$ cat src/rtl/ifetch_unit.sv
// ifetch_unit
// Instruction-fetch front end feeding the IF/ID pipeline register.
// Generates sequential and redirected fetch addresses, drives a req/ack
// instruction-memory port with at most one request in flight, buffers one
// extra instruction in a skid entry so a stall never loses data, and
// implements the MIPS branch-delay-slot redirect.
//
// Parameters:
//   RESET_PC        first fetch address after reset (low two bits ignored)
// Ports:
//   clk             clock, all state on posedge
//   resetn          synchronous active-low reset
//   jmp/jmp_target  redirect request from ID (acted on only when the slot is taken)
//   hazard_stall    ID hold
//   exe_stall       EX hold
//   cond_exe_stall  IF/ID flush, presented instruction discarded
//   imem_req        fetch request
//   imem_addr       word-aligned fetch address
//   imem_ack        response valid (ignored while imem_req=0)
//   imem_rdata      instruction returned with imem_ack
//   pc/inst         presented instruction address/word, 0 when not valid
//   fetch_valid     pc/inst hold a real instruction
//   fetch_misalign  only with IFETCH_ALIGN_CHECK_EN: sticky misaligned-redirect flag
//
// Configuration macro: IFETCH_ALIGN_CHECK_EN
//   defined   : a redirect to a non-word-aligned target stops fetching and
//               raises fetch_misalign until the next aligned redirect
//   undefined : jmp_target[1:0] is treated as 2'b00 and fetch_misalign is absent

module ifetch_unit #(
    parameter logic [31:0] RESET_PC = 32'h0000_0000
) (
    input  logic        clk,
    input  logic        resetn,
    input  logic        jmp,
    input  logic [31:0] jmp_target,
    input  logic        hazard_stall,
    input  logic        exe_stall,
    input  logic        cond_exe_stall,
    output logic        imem_req,
    output logic [31:0] imem_addr,
    input  logic        imem_ack,
    input  logic [31:0] imem_rdata,
    output logic [31:0] pc,
    output logic [31:0] inst,
`ifdef IFETCH_ALIGN_CHECK_EN
    output logic        fetch_misalign,
`endif
    output logic        fetch_valid
);

    localparam logic [2:0] ST_IDLE = 3'd0;
    localparam logic [2:0] ST_REQ  = 3'd1;
    localparam logic [2:0] ST_FULL = 3'd2;
    localparam logic [2:0] ST_DROP = 3'd3;
    localparam logic [2:0] ST_MIS  = 3'd4;

    logic [2:0]  state_r, state_n;

    logic [31:0] out_pc_r, out_pc_n;
    logic [31:0] out_inst_r, out_inst_n;
    logic        out_v_r, out_v_n;
    logic [31:0] sk_pc_r, sk_pc_n;
    logic [31:0] sk_inst_r, sk_inst_n;
    logic        sk_v_r, sk_v_n;
    logic [31:0] next_pc_r, next_pc_n;
    logic        redir_pend_r, redir_pend_n;
    logic [31:0] redir_pc_r, redir_pc_n;
    logic        mis_r, mis_n;

    logic        take_s;
    logic        ack_s;
    logic        deliver_s;
    logic        redir_s;
    logic        case1_s;
    logic        case2_s;
    logic [31:0] tgt_s;
    logic        tgt_bad_s;

    // Redirect target qualification (alignment handling depends on build)
`ifdef IFETCH_ALIGN_CHECK_EN
    assign tgt_s     = jmp_target;
    assign tgt_bad_s = |jmp_target[1:0];
`else
    assign tgt_s     = jmp_target & 32'hFFFF_FFFC;
    assign tgt_bad_s = 1'b0;
`endif

    // The output slot is released when ID takes it or the slot is flushed.
    assign take_s    = cond_exe_stall | ~(hazard_stall | exe_stall);
    assign ack_s     = imem_req & imem_ack;
    // Only acks in REQ carry useful data; DROP acks are discarded.
    assign deliver_s = ack_s & (state_r == ST_REQ);
    assign redir_s   = jmp & take_s & (state_r != ST_IDLE);
    // Case 1: the presented instruction is the delay slot.
    // Case 2: the in-flight request is the delay slot.
    assign case1_s   = redir_s & out_v_r;
    assign case2_s   = redir_s & ~out_v_r;

    // FSM state register
    always_ff @(posedge clk) begin
        if (!resetn) begin
            state_r <= ST_IDLE;
        end else begin
            state_r <= state_n;
        end
    end

    // FSM next-state logic
    always_comb begin
        state_n = state_r;
        case (state_r)
            ST_IDLE: begin
                state_n = ST_REQ;
            end
            ST_REQ: begin
                if (case1_s) begin
                    // Without an ack the outstanding request must be drained first.
                    if (ack_s) begin
                        state_n = mis_n ? ST_MIS : ST_REQ;
                    end else begin
                        state_n = ST_DROP;
                    end
                end else if (sk_v_n) begin
                    state_n = ST_FULL;
                end else if (ack_s && mis_n && (redir_pend_r || case2_s)) begin
                    // Delay slot delivered; the pending target is misaligned.
                    state_n = ST_MIS;
                end else begin
                    state_n = ST_REQ;
                end
            end
            ST_FULL: begin
                if (case1_s) begin
                    state_n = mis_n ? ST_MIS : ST_REQ;
                end else if (take_s) begin
                    state_n = ST_REQ;
                end else begin
                    state_n = ST_FULL;
                end
            end
            ST_DROP: begin
                if (ack_s) begin
                    state_n = mis_n ? ST_MIS : ST_REQ;
                end else begin
                    state_n = ST_DROP;
                end
            end
            ST_MIS: begin
                if (redir_s && !tgt_bad_s) begin
                    state_n = ST_REQ;
                end else begin
                    state_n = ST_MIS;
                end
            end
            default: begin
                state_n = ST_IDLE;
            end
        endcase
    end

    // FSM outputs: memory port is a pure decode of registered state
    always_comb begin
        imem_req  = (state_r == ST_REQ) || (state_r == ST_DROP);
        imem_addr = {next_pc_r[31:2], 2'b00};
    end

    // Datapath next values: output slot, skid entry, fetch and redirect addresses
    always_comb begin
        out_pc_n     = out_pc_r;
        out_inst_n   = out_inst_r;
        out_v_n      = out_v_r;
        sk_pc_n      = sk_pc_r;
        sk_inst_n    = sk_inst_r;
        sk_v_n       = sk_v_r;
        next_pc_n    = next_pc_r;
        redir_pend_n = redir_pend_r;
        redir_pc_n   = redir_pc_r;
        mis_n        = mis_r;
        case (state_r)
            ST_IDLE: begin
                next_pc_n = next_pc_r;
            end
            ST_MIS: begin
                if (redir_s) begin
                    next_pc_n = tgt_s;
                    mis_n     = tgt_bad_s;
                end else begin
                    mis_n     = mis_r;
                end
            end
            default: begin
                if (case1_s) begin
                    // Delay slot consumed; anything fetched after it is stale.
                    out_pc_n     = 32'h0000_0000;
                    out_inst_n   = 32'h0000_0000;
                    out_v_n      = 1'b0;
                    sk_pc_n      = 32'h0000_0000;
                    sk_inst_n    = 32'h0000_0000;
                    sk_v_n       = 1'b0;
                    redir_pend_n = 1'b0;
                    redir_pc_n   = tgt_s;
                    mis_n        = tgt_bad_s;
                    if (imem_req && !ack_s) begin
                        // Keep presenting the old address until it is acked.
                        next_pc_n = next_pc_r;
                    end else begin
                        next_pc_n = tgt_s;
                    end
                end else begin
                    if (take_s && sk_v_r) begin
                        out_pc_n   = sk_pc_r;
                        out_inst_n = sk_inst_r;
                        out_v_n    = 1'b1;
                        if (deliver_s) begin
                            sk_pc_n   = next_pc_r;
                            sk_inst_n = imem_rdata;
                        end else begin
                            sk_pc_n   = 32'h0000_0000;
                            sk_inst_n = 32'h0000_0000;
                            sk_v_n    = 1'b0;
                        end
                    end else if ((take_s || !out_v_r) && deliver_s) begin
                        out_pc_n   = next_pc_r;
                        out_inst_n = imem_rdata;
                        out_v_n    = 1'b1;
                    end else if (take_s) begin
                        out_pc_n   = 32'h0000_0000;
                        out_inst_n = 32'h0000_0000;
                        out_v_n    = 1'b0;
                    end else if (deliver_s) begin
                        sk_pc_n   = next_pc_r;
                        sk_inst_n = imem_rdata;
                        sk_v_n    = 1'b1;
                    end else begin
                        out_v_n = out_v_r;
                    end

                    if (ack_s) begin
                        if (state_r == ST_DROP) begin
                            next_pc_n = redir_pc_r;
                        end else if (redir_pend_r) begin
                            next_pc_n    = redir_pc_r;
                            redir_pend_n = 1'b0;
                        end else begin
                            next_pc_n = next_pc_r + 32'd4;
                        end
                    end else begin
                        next_pc_n = next_pc_r;
                    end

                    if (case2_s) begin
                        mis_n = tgt_bad_s;
                        if (ack_s) begin
                            // The delay slot arrives this very cycle.
                            next_pc_n    = tgt_s;
                            redir_pend_n = 1'b0;
                        end else begin
                            redir_pc_n   = tgt_s;
                            redir_pend_n = (state_r == ST_REQ);
                        end
                    end else begin
                        redir_pc_n = redir_pc_n;
                    end
                end
            end
        endcase
    end

    // Datapath registers
    always_ff @(posedge clk) begin
        if (!resetn) begin
            out_pc_r     <= 32'h0000_0000;
            out_inst_r   <= 32'h0000_0000;
            out_v_r      <= 1'b0;
            sk_pc_r      <= 32'h0000_0000;
            sk_inst_r    <= 32'h0000_0000;
            sk_v_r       <= 1'b0;
            next_pc_r    <= RESET_PC & 32'hFFFF_FFFC;
            redir_pend_r <= 1'b0;
            redir_pc_r   <= 32'h0000_0000;
            mis_r        <= 1'b0;
        end else begin
            out_pc_r     <= out_pc_n;
            out_inst_r   <= out_inst_n;
            out_v_r      <= out_v_n;
            sk_pc_r      <= sk_pc_n;
            sk_inst_r    <= sk_inst_n;
            sk_v_r       <= sk_v_n;
            next_pc_r    <= next_pc_n;
            redir_pend_r <= redir_pend_n;
            redir_pc_r   <= redir_pc_n;
            mis_r        <= mis_n;
        end
    end

    assign pc          = out_pc_r;
    assign inst        = out_inst_r;
    assign fetch_valid = out_v_r;
`ifdef IFETCH_ALIGN_CHECK_EN
    assign fetch_misalign = mis_r;
`endif

endmodule

$ cat config.mk
export PLATFORM = sky130hd
export DESIGN_NAME = ifetch_unit
export DESIGN_NICKNAME = d
export VERILOG_FILES = /design/src/rtl/ifetch_unit.sv
export SDC_FILE = /design/constraint.sdc
export NUM_CORES = 1
export LEC_CHECK = 0
export ABC_AREA = 1
export BUFFER_PORTS_ARGS = -buffer_cell sky130_fd_sc_hd__buf_2
export CAP_MARGIN = 20
export CELL_PAD_IN_SITES_DETAIL_PLACEMENT = 2
export CELL_PAD_IN_SITES_GLOBAL_PLACEMENT = 2
export CORE_ASPECT_RATIO = 0.5
export CORE_MARGIN = 4
export CORE_UTILIZATION = 33
export CTS_CLUSTER_DIAMETER = 30
export DETAILED_ROUTE_END_ITERATION = 10
export HOLD_SLACK_MARGIN = 0.02
export PLACE_DENSITY_LB_ADDON = 0.1
export SYNTH_ARGS = -nofsm -noshare
export SYNTH_HDL_FRONTEND = slang
export SYNTH_SLANG_ARGS = --single-unit
$ cat constraint.sdc
create_clock -name clk -period 2.82 [get_ports clk]
set_clock_uncertainty 0.1 [all_clocks]
set_input_delay 0.282 -clock clk [delete_from_list [all_inputs] [get_ports clk]]
set_output_delay 0.282 -clock clk [all_outputs]
set_load 0.01 [all_outputs]
### Word level (Yosys, flattened, before mapping)

Index checks and enable logic that the tools add are counted.
Widths: inputs -> output; s select.

* register bits after elaboration: 199
* input bits: 71
* output and inout port bits: 98
* logic and storage cells: 116

* add/sub/neg operators: 1
* eq/ne operators: 10
* multiplexer cells: 60
* bitwise operators: 12
* reductions and logical operators: 22

Operator list (number)
* $mux 32: 30
* $pmux 32 s2: 1
* $add 32x3->32 const B: 1
* $mux 3: 7
* $mux 1: 19
* $pmux 3 s5: 1
* $reduce_and 3->1: 3
* $reduce_bool 3->1: 3
* $and 1x1->1: 6
* $eq 3x2->1 const B: 2
* $ne 3x3->1 const B: 2
* $logic_and 1x1->1: 5
* $not 1->1: 4
* $reduce_and 4->1: 1
* $reduce_bool 4->1: 1
* $eq 3x1->1 const B: 1
* $eq 3x3->1 const B: 1
* $logic_not 3->1: 1
* $logic_or 1x1->1: 3
* $ne 3x1->1 const B: 1
* $ne 3x2->1 const B: 1
* $logic_not 1->1: 2
* $mux 2: 1
* $ne 2x1->1 const B: 1
* 6 further kinds: 7

### Longest topological paths before layout

* depth in word-level cells: 15
* gate-level depth with buffers: 12
* gate-level depth less buffers: 11

### Worst setup path after synthesis

OpenSTA, ideal clock, no wires.

* kind: register -> register
* start: register next_pc_r[2]
* end: register next_pc_r[30]
* library setup time: 117 ps
* arrival: 1631 ps
* required time: 2603 ps
* slack: 972 ps
* cell stages (with the launch flop): 11
* path buffers: 0
* period minus slack after synthesis: 1848 ps
* cells stage by stage: dfxtp_1 -> ha_1 -> nand2_1 -> nor2_1 -> inv_1 -> nor2_1 -> a21oi_1 -> nor3_1 -> nor2_1 -> nor2_1 -> nor2_1

* cells in the longest elaborated chain, start to end: 8

RTL lines
* start, declared: line 66 `logic [31:0] next_pc_r, next_pc_n;`
* start signal, assigned: line 279 `next_pc_r <= RESET_PC & 32'hFFFF_FFFC;`
* start signal, assigned: line 290 `next_pc_r <= next_pc_n;`
* $add 32x3->32 (*): line 246 `next_pc_n = next_pc_r + 32'd4;`
* $mux 32 (*): line 242 `end else if (redir_pend_r) begin`
* $mux 32 (*): line 240 `if (state_r == ST_DROP) begin`
* $mux 32 (*): line 239 `if (ack_s) begin`
* $mux 32: line 254 `if (ack_s) begin`
* $mux 32 (*): line 252 `if (case2_s) begin`
* $mux 32 (*): line 193 `if (case1_s) begin`
* $pmux 32 s2 (*): line 180 `case (state_r)`

Every way passes the cells marked *; elsewhere a longest branch is shown, timed or not.
A chain may end at the register's enable or synchronous reset.

### Worst setup path in the final report

* start: register state_r[1]
* end: register next_pc_r[3]

* cells in the longest elaborated chain, start to end: 8
* elaborated cells on any way between the ends: 22
* those cells by class: eq/ne (5); mux (6); bitwise (5); reduce/logical (6)

RTL lines
* start, declared: line 58 `logic [2:0] state_r, state_n;`
* start signal, assigned: line 105 `state_r <= state_n;`
* $eq 3x1->1 or $eq 3x2->1 (tied branches): line 164, 240
* $logic_or 1x1->1: line 164 `imem_req = (state_r == ST_REQ) || (state_r == ST_DROP);`
* $and 1x1->1: line 91 `assign ack_s = imem_req & imem_ack;`
* $mux 32: line 239
* $mux 32: line 254
* $mux 32: line 252
* $mux 32: line 193
* $pmux 32 s2: line 180

Parallel ways exist; a longest one is shown, timed or not.

==> results.toml <==
[status]
run_status = "finished clean"

[timing]
setup_tns_ns = 0
timing.final.crit_share = 0.891
whs_ns = 0.0406
fin_crit_ns = 2.51
max_slew_margin = 0.550
slew_violations = 0
fmax_mhz = 398
setup_viol_count_final = 0
hold_violations = 0
fin_ws_ns = 0.306
worstMarginPinSlew_ns = 0.669
rsz0062_at_grt = "no"

[yosys]
synth-seq-area-share = 0.398
avgSynthCellArea_um2 = 6.43
ys_types = 34
netlist_area_mm2 = 0.00991
synth.ff_latch_count = 197
async_reset_ff_frac = 0
ys.flop_type = "dfxtp_1"
syn_inst = 1542
yosys_warnings = 0
synth_edf_count = 0

[route]
wire_per_inst_um = 20.5
vias = 11165
wirelength_um = 43300
dr.pass1.iters = 5
drt_iter0_markers = 655
drc = 0
ant_nets = 0
vias_per_cell = 5.28

[placed_design]
place.gp.congestion = 0.895
io_buffers = 164
post-dp-hpwl_um = 29600
dp_slack_ns = 0.283
placed_cells_incl_taps = 2025

[clock_tree]
cts_tree = "yes"
cts.sinks = 197
root_buffer = "clkbuf_16"
cts_buffer_depth = 2
cts_resized = 0
clk_latency_ns = 0.46
cts_made_buffers = 17
clk_pin_slew_ns = 0.07
htree_levels = 4

[worst_setup_path]
cp_top_family = "simple AND/OR/NAND/NOR gates"
crit_chain = "nor2_4, nand2_2, nand3_2, nor2_2, nand3_1, nand3_1, nor2_1, o21ai_0, nor2_1"
end_kind = "flip-flop"
max_stage_delay_ns = 0.49
crit_buf_inv = 0
crit_type = "flip-flop to flip-flop"
critPathSlowestCell = "dfxtp_1"
cp.arrival_ns = 2.75
required_ns = 3.06
startpoint_type = "flip-flop"
critPathMaxFanout = 6

[floorplanning]
core_area_mm2 = 0.0293
start_util = 0.339
rows = 44
io_pins = 169
die_y_um = 131
die_x_um = 253
dieArea_mm2 = 0.0330

[flow_run]
max_cap_viol_count = 0

[power]
vdd_ir_drop_max_mv = 0.471
p_int_mw = 4.44
leakage_nw = 5.11
p_sw_mw = 1.89
powerDensity_mw_per_mm2 = 520
p_seq_frac = 0.468
swShare = 0.298
p_clk_frac = 0.395
p_comb_frac = 0.137

[grt]
grt_overflow = 0
grt_pass1_vias = 11703
grt_usage = 0.262
grt_max_degree = 56
antenna_found_initial = 0
grt_pass1_wl_um = 67400

[final_layout]
drive_gt1_frac = 0.157
nNetsFinal = 1784
utilization = 0.415
nFillCells = 3587
syn2layout_area_growth_pct = 22.6
diodes = 0
instances_no_fill = 2116

[worst_hold_path]
hp-class = "input port to flip-flop"
[logic make-up after synthesis]
group | share of synthesized area
xor+xnor | 0.00353
compound gates | 0.158
mux | 0.00101
buf+inv | 0.0979
other cells | 0.000378
flops | 0.398
simple gates | 0.340
fa+ha+maj | 0.00126
[path summary, 6_finish.rpt]
| check | start | end | slack, ns | depth (start not counted) |
|---|---|---|---|---|
| max | state_r[1] | next_pc_r[3] | 0.31 | 9 |
| min reg2reg | mis_r | mis_r | 0.35 | 2 |
| max reg2reg | state_r[1] | next_pc_r[3] | 0.31 | 9 |
| min | jmp_target[28] | redir_pc_r[28] | 0.04 | 3 |
[sequential cells by signal, summed over array words and instances, names as in the netlist]
| signal | count |
|---|---|
| fetch_valid | 1 |
| redir_pend_r | 1 |
| sk_inst_r | 32 |
| state_r | 3 |
| redir_pc_r | 30 |
| inst | 32 |
| next_pc_r | 32 |
| sk_v_r | 1 |
| sk_pc_r | 32 |
| mis_r | 1 |
| pc | 32 |
[power by group through the flow]
| stage | clock network [mW] | logic (mW) | registers (mW) |
|---|---|---|---|
| final | 2.50 | 0.867 | 2.96 |
| after global routing | 2.67 | 0.955 | 2.97 |
| after CTS | 2.55 | 0.862 | 2.95 |
| after detailed placement | 0 | 0.792 | 3.02 |
| after global placement | 0 | 0.758 | 3.01 |
| after floorplan | 0 | 0.474 | 2.98 |
[repair_timing]
item / 4_1_cts / 5_1_grt
hold buffers: 59 / 0
setup endpoints to repair: 0 / 0
endpoints found under the hold margin: 59 / 0
buffers inserted: 0 / 0
[cell usage after synthesis (3+ instances only)]
| cell type | n | area, µm² |
|---|---|---|
| inv_2 | 6 | 22.5 |
| buf_2 | 26 | 130 |
| nor2_4 | 3 | 33.8 |
| nand3_1 | 109 | 546 |
| o21ai_0 | 113 | 566 |
| xor2_1 | 4 | 35.0 |
| nor3_1 | 7 | 35.0 |
| buf_6 | 7 | 78.8 |
| nand3b_1 | 4 | 30.0 |
| dfxtp_1 | 197 | 3940 |
| o211ai_1 | 6 | 45.0 |
| nor2_2 | 3 | 18.8 |
| inv_1 | 71 | 267 |
| nand4_1 | 6 | 37.5 |
| nor2_1 | 164 | 616 |
| buf_4 | 34 | 255 |
| nand2_2 | 4 | 25.0 |
| clkbuf_1 | 57 | 214 |
| nand2_1 | 527 | 1980 |
| a21oi_1 | 177 | 886 |
[through the flow]
step	cell area [µm²]	total power, mW
4_1_cts	12200	6.37
3_3_place_gp	11000	3.77
6_report	12200	6.33
3_5_place_dp	11000	3.81
5_1_grt	12200	6.59
2_1_floorplan	9920	3.46
[routing by layer]
| metal | track usage | vias up | part of all wire |
|---|---|---|---|
| li1 | - | 5272 | - |
| met1 | 0.353 | 5685 | 0.48 |
| met2 | 0.455 | 178 | 0.48 |
| met3 | 0.0303 | 30 | 0.034 |
| met4 | 0.0635 | 0 | 0.012 |
| met5 | 0 | - | 0 |
[area by class of cell]
type                       instances  area, µm²  share of cell area
multi-input combinational       1144       5040               0.414
timing repair buffer             274       1830               0.151
tap                              391        489              0.0402
sequential                       197       3940               0.324
clock buffer                      23        468              0.0385
inverter                          78        295              0.0243
clock inverter                     9       93.8             0.00772
[cells in the final DEF, fill, tap and decap left out, types with 2 or more instances in the layout]
cell type and instances:
inv_2 5, nand3_2 2, nor2_4 4, inv_6 2, nand3_1 109, dlygate4sd3_1 59, o21ai_0 113, nand4_1 6
clkinv_4 2, a21oi_4 2, clkbuf_1 4, dfxtp_1 197, nand2_1 526, conb_1 2, nor3_1 7, buf_4 48
nor2_2 3, nand2_2 5, a21oi_1 176, o31ai_1 2, inv_1 71, nor2_1 163, clkinv_2 2, or2_2 2
clkbuf_8 2, buf_12 3, xor2_1 4, nand3b_1 4, buf_2 164, o211ai_1 6, clkbuf_16 17
[worst reg2reg max path, cell delays in order, from the launching register on]
cell,delay [ns]
dfxtp_1,0.49
nor2_4,0.11
nand2_2,0.10
nand3_2,0.15
nor2_2,0.34
nand3_1,0.15
nand3_1,0.27
nor2_1,0.13
o21ai_0,0.47
nor2_1,0.07
No activity file was read; power rests on OpenSTA's default activity.
